==> src/rtl/lcd_receiver.sv <==
// rtl/lcd_receiver.sv - 4-bit HD44780-style LCD bus responder, decoder and protocol/timing checker
module lcd_receiver #(
    parameter int T_EXEC  = 1850,
    parameter int T_CLEAR = 76000
) (
    input  logic       CLK,
    input  logic       RST_N,
    input  logic [4:0] LCD_D,
    input  logic       LCD_E,
    output logic       char_valid,
    output logic [7:0] char_data,
    output logic [6:0] char_addr,
    output logic       cmd_valid,
    output logic [7:0] cmd_data,
    output logic       four_bit_mode,
    output logic       two_line,
    output logic       display_on,
    output logic       cursor_on,
    output logic       blink_on,
    output logic       entry_inc,
    output logic       busy,
    output logic       timing_err,
    output logic       proto_err
);

    localparam int T_MAX = (T_CLEAR > T_EXEC) ? T_CLEAR : T_EXEC;
    localparam int CW    = $clog2(T_MAX + 1);

    typedef enum logic [1:0] {BOOT8, HI, LO} state_t;

    state_t        state;
    logic          e_q;
    logic          hi_rs;
    logic [3:0]    hi_nib;
    logic [6:0]    addr;
    logic [CW-1:0] cnt;
    logic          strobe;
    logic [7:0]    lo_byte;

    assign strobe  = e_q & ~LCD_E;
    assign busy    = (cnt != '0);
    assign lo_byte = {hi_nib, LCD_D[3:0]};

    // DDRAM has two 40-column lines at 0x00-0x27 and 0x40-0x67
    function automatic logic [6:0] step(input logic [6:0] a, input logic up);
        if (up) begin
            if (a == 7'h27) return 7'h40;
            if (a == 7'h67) return 7'h00;
            return a + 7'd1;
        end
        if (a == 7'h00) return 7'h67;
        if (a == 7'h40) return 7'h27;
        return a - 7'd1;
    endfunction

    always_ff @(posedge CLK) begin
        if (!RST_N) begin
            state         <= BOOT8;
            e_q           <= 1'b0;
            hi_rs         <= 1'b0;
            hi_nib        <= 4'h0;
            addr          <= 7'h00;
            cnt           <= '0;
            char_valid    <= 1'b0;
            char_data     <= 8'h00;
            char_addr     <= 7'h00;
            cmd_valid     <= 1'b0;
            cmd_data      <= 8'h00;
            four_bit_mode <= 1'b0;
            two_line      <= 1'b0;
            display_on    <= 1'b0;
            cursor_on     <= 1'b0;
            blink_on      <= 1'b0;
            entry_inc     <= 1'b1;
            timing_err    <= 1'b0;
            proto_err     <= 1'b0;
        end else begin
            e_q        <= LCD_E;
            char_valid <= 1'b0;
            cmd_valid  <= 1'b0;
            if (busy) cnt <= cnt - 1'b1;

            if (strobe) begin
                case (state)
                    BOOT8: begin
                        if (busy) timing_err <= 1'b1;
                        cnt <= CW'(T_EXEC);
                        if (!LCD_D[4] && LCD_D[3:0] == 4'h3) begin
                            cmd_valid <= 1'b1;
                            cmd_data  <= 8'h30;
                        end else if (!LCD_D[4] && LCD_D[3:0] == 4'h2) begin
                            cmd_valid     <= 1'b1;
                            cmd_data      <= 8'h20;
                            four_bit_mode <= 1'b1;
                            state         <= HI;
                        end else begin
                            proto_err <= 1'b1;
                        end
                    end
                    HI: begin
                        if (busy) timing_err <= 1'b1;
                        hi_rs  <= LCD_D[4];
                        hi_nib <= LCD_D[3:0];
                        state  <= LO;
                    end
                    LO: begin
                        state <= HI;
                        cnt   <= (!hi_rs && lo_byte inside {8'h01, 8'h02, 8'h03}) ?
                                 CW'(T_CLEAR) : CW'(T_EXEC);
                        // the RS latched with the high nibble decides the byte type
                        if (LCD_D[4] != hi_rs) proto_err <= 1'b1;
                        if (hi_rs) begin
                            char_valid <= 1'b1;
                            char_data  <= lo_byte;
                            char_addr  <= addr;
                            addr       <= step(addr, entry_inc);
                        end else begin
                            cmd_valid <= 1'b1;
                            cmd_data  <= lo_byte;
                            casez (lo_byte)
                                8'b1???_????: begin
                                    if (lo_byte[5:0] >= 6'h28) begin
                                        proto_err <= 1'b1;
                                        addr      <= 7'h00;
                                    end else begin
                                        addr <= lo_byte[6:0];
                                    end
                                end
                                8'b01??_????: ;
                                8'b001?_????: begin
                                    two_line <= lo_byte[3];
                                    if (lo_byte[4]) begin
                                        four_bit_mode <= 1'b0;
                                        state         <= BOOT8;
                                    end
                                end
                                8'b0001_????: if (!lo_byte[3]) addr <= step(addr, lo_byte[2]);
                                8'b0000_1???: {display_on, cursor_on, blink_on} <= lo_byte[2:0];
                                8'b0000_01??: entry_inc <= lo_byte[1];
                                8'b0000_001?: addr <= 7'h00;
                                8'b0000_0001: begin
                                    addr      <= 7'h00;
                                    entry_inc <= 1'b1;
                                end
                                default: ;
                            endcase
                        end
                    end
                    default: state <= BOOT8;
                endcase
            end
        end
    end

endmodule

==> config.mk <==
export PLATFORM = sky130hd
export DESIGN_NAME = lcd_receiver
export DESIGN_NICKNAME = d
export VERILOG_FILES = /design/src/rtl/lcd_receiver.sv
export SDC_FILE = /design/constraint.sdc
export NUM_CORES = 1
export LEC_CHECK = 0
export BUFFER_PORTS_ARGS = -buffer_cell sky130_fd_sc_hd__buf_2
export CAP_MARGIN = 20
export CELL_PAD_IN_SITES_DETAIL_PLACEMENT = 1
export CELL_PAD_IN_SITES_GLOBAL_PLACEMENT = 1
export CORE_ASPECT_RATIO = 1.4
export CORE_UTILIZATION = 40
export DETAILED_ROUTE_END_ITERATION = 8
export PLACE_DENSITY_LB_ADDON = 0.1
export SLEW_MARGIN = 25
export SYNTH_ARGS = -nofsm -noshare
export SYNTH_HDL_FRONTEND = slang
export SYNTH_SLANG_ARGS = --single-unit
==> constraint.sdc <==
create_clock -name CLK -period 2 [get_ports CLK]
set_input_delay 0.2 -clock CLK [delete_from_list [all_inputs] [get_ports CLK]]
set_output_delay 0.2 -clock CLK [all_outputs]
set_load 0.03 [all_outputs]
==> results.json <==
{
  "track_usage_pct": 24.9,
  "syn_inst": 402,
  "fin_area_um2": 4380,
  "grt.overflow.total": 0,
  "ys_ff_latch": 65,
  "start_util_pct": 41.0,
  "whs_endpoint": "e_q",
  "avgSynthCellArea_um2": 8.68,
  "cp_max_fo": 9,
  "die_height_um": 113,
  "setup_violations": 0,
  "cts.sinks": 65,
  "clockRootBuffer": "clkbuf_16",
  "drive_above_1_share_pct": 25.1,
  "synth-edff-count": 0,
  "syn_to_final_growth_pct": 25.4,
  "ys_seq_area_share_pct": 37.3,
  "cts_tree": "yes",
  "rows": 40,
  "first_pass_iters": 4,
  "slew_violations": 0,
  "die_area_um2": 9110,
  "htree_levels": 3,
  "place_congestion": 0.831,
  "fp.dieW_um": 81.0,
  "drc": 0,
  "final_core_util_pct": 51.4,
  "worstSetupPathType": "reg -> reg",
  "cts_max_path_buffers": 2,
  "r2r-end": "addr[6]",
  "clock_latency_ns": 0.34,
  "max_slew.worst_pin.slew_ns": 0.597,
  "cap_violations": 0,
  "synth.distinct_cells": 61,
  "hold-path-cell-count": 2,
  "hp-start": "LCD_E",
  "fmax_mhz": 531,
  "status": "completed",
  "yosys_warnings": 0,
  "post_dp_cell_area_um2": 4010,
  "detail-route-antenna-nets": 0,
  "synth_top_flop_cell": "dfxtp_1",
  "grt_max_degree": 34,
  "cp-start-kind": "flip-flop",
  "synthesis.nets": 414,
  "cp-end-kind": "flip-flop",
  "antenna_found_initial": 0,
  "cts_buffers": 9,
  "cellLeakagePower_nw": 1.90,
  "layoutNonFillerInstCount": 575,
  "pin_count": 42,
  "r2r_cells": 7,
  "layout.nets": 477,
  "wl_per_cell_um": 18.2,
  "async_flop_share_pct": 0,
  "period_minus_slack_ns": 1.88,
  "hp-class": "in -> reg",
  "power.density_nw_per_um2": 1100,
  "relSlewSlack_pct": 59.8,
  "final.period_utilization_pct": 94.2,
  "synth.cell_area_um2": 3490,
  "num_vias": 3171,
  "arrival_ns": 2.16,
  "cts_setup_buffers": 0,
  "final_common_cell": "dfxtp_1",
  "cts_hold_buffers": 0,
  "io_buffers": 41,
  "grt_pass1_wl_um": 17000,
  "wirelength_um": 10500,
  "rrSetupSlack_ns": 0.12,
  "final.setup_skew_ns": 0.00835,
  "crit_required_ns": 2.27,
  "n_antenna_cell": 0,
  "grt_pass1_vias": 3359,
  "drtIter0Drc": 163,
  "cts.clk_slew.worst_paths_ns": 0.06,
  "hpwl_um": 7680,
  "coreArea_um2": 8510,
  "layout_common_cells": "dfxtp_1 (63), buf_4 (42), buf_2 (40)",
  "viasPerCell": 5.51,
  "reg2reg_from": "addr[1]",
  "finalHoldViolations": 0,
  "fin_total_pwr_mw": 4.82,
  "placed_cells": 559,
  "rsz0062_at_grt": "false",
  "vdd_drop_max_v": 0.000808
}
layout make-up:
type                       count  area, um^2
clock buffer                   9         225
clock inverter                 7         101
fill                        1047        4130
inverter                       6        22.5
multi-input combinational    300        2070
sequential                    65        1300
tap                          105         131
timing repair buffer          83         527
cell families (layout without fill, tap and decap cells):
logic type | Yosys count | in the layout | synth area share, %
AND/OR/NAND/NOR | 167 | 167 | 27.1
AO/OA/AOI/OAI | 81 | 81 | 16.4
flip-flops | 65 | 65 | 37.3
buffers and inverters | 37 | 105 | 4.59
multiplexers | 31 | 31 | 8.96
XOR/XNOR | 17 | 17 | 4.27
adder cells (fa/ha/maj) | 4 | 4 | 1.43
layer usage:
metal  global-route usage (%)  routed length, um
met1                     26.6               4170
met2                     45.8               5750
met3                     4.72                299
met4                     11.0                264
met5                        0                  0
power breakdown:
part           internal [mW]  switching (mW)  leakage, nW
Sequential              1.46           0.195        0.528
Clock                   1.10           0.627        0.153
Combinational          0.658           0.772         1.22
worst max-delay path, stage by stage (launching register included):
cell and delay (ns):
dfxtp_2 0.36, inv_1 0.08, ha_2 0.21, or3b_1 0.38, or3_1 0.37, nor3_1 0.19, o31ai_1 0.09, a21boi_1 0.14
synth_stat cells (3+ instances only):
library cell,count,share of area [%]
xor2_1,14,3.5
nand4b_1,4,1.0
a21oi_1,14,2.0
nand3_1,19,2.7
o21ai_1,5,0.72
o21ai_0,14,2.0
o2111ai_1,4,1.0
o211ai_1,4,0.86
or3_1,5,0.90
mux2i_1,29,8.3
inv_1,6,0.65
xnor2_1,3,0.75
nor3b_1,4,0.86
a211oi_1,5,1.1
ha_1,4,1.4
nor2b_1,31,5.6
o21a_1,3,0.65
buf_2,5,0.72
and2_1,3,0.54
nor3_1,8,1.1
nand2b_1,10,1.8
nor4_1,5,0.90
clkbuf_1,23,2.5
a21boi_0,10,2.2
a2111oi_0,3,0.75
or4_1,3,0.65
nor2_1,29,3.1
nand3b_1,5,1.1
nand2_1,26,2.8
dfxtp_1,65,37
sequential cells by signal (all words and copies together), names as in the netlist, 2 cells and up:
signal / count
cnt: 17
char_data: 8
cmd_data: 8
addr: 7
char_addr: 7
hi_nib: 4
state: 2
per-stage QoR:
stage	setup WS (ns)	TNS, ns	hold slack [ns]
after global routing	0.0128	0	0.0696
final	0.116	0	0.0772
after global placement	-0.116	-0.116	0.415
after CTS	0.0217	0	0.0685
after detailed placement	-0.158	-0.158	0.421
after floorplan	0.153	0	0.322
worst max-delay path by stage:
stage                         start         to  cells past startpoint
after CTS                 hi_nib[1]  proto_err                      7
final                       addr[1]    addr[6]                      7
after global placement      addr[1]    addr[0]                      7
after detailed placement    addr[1]    addr[0]                      7
after global routing        addr[1]    addr[6]                      7
after floorplan             addr[0]    addr[4]                      8
timing repair:
item	in CTS	in global routing
cloned	0	0
pin swaps	0	1
gates resized for setup	4	11
setup endpoints to repair	2	9
No activity file was read; power rests on OpenSTA's default activity.
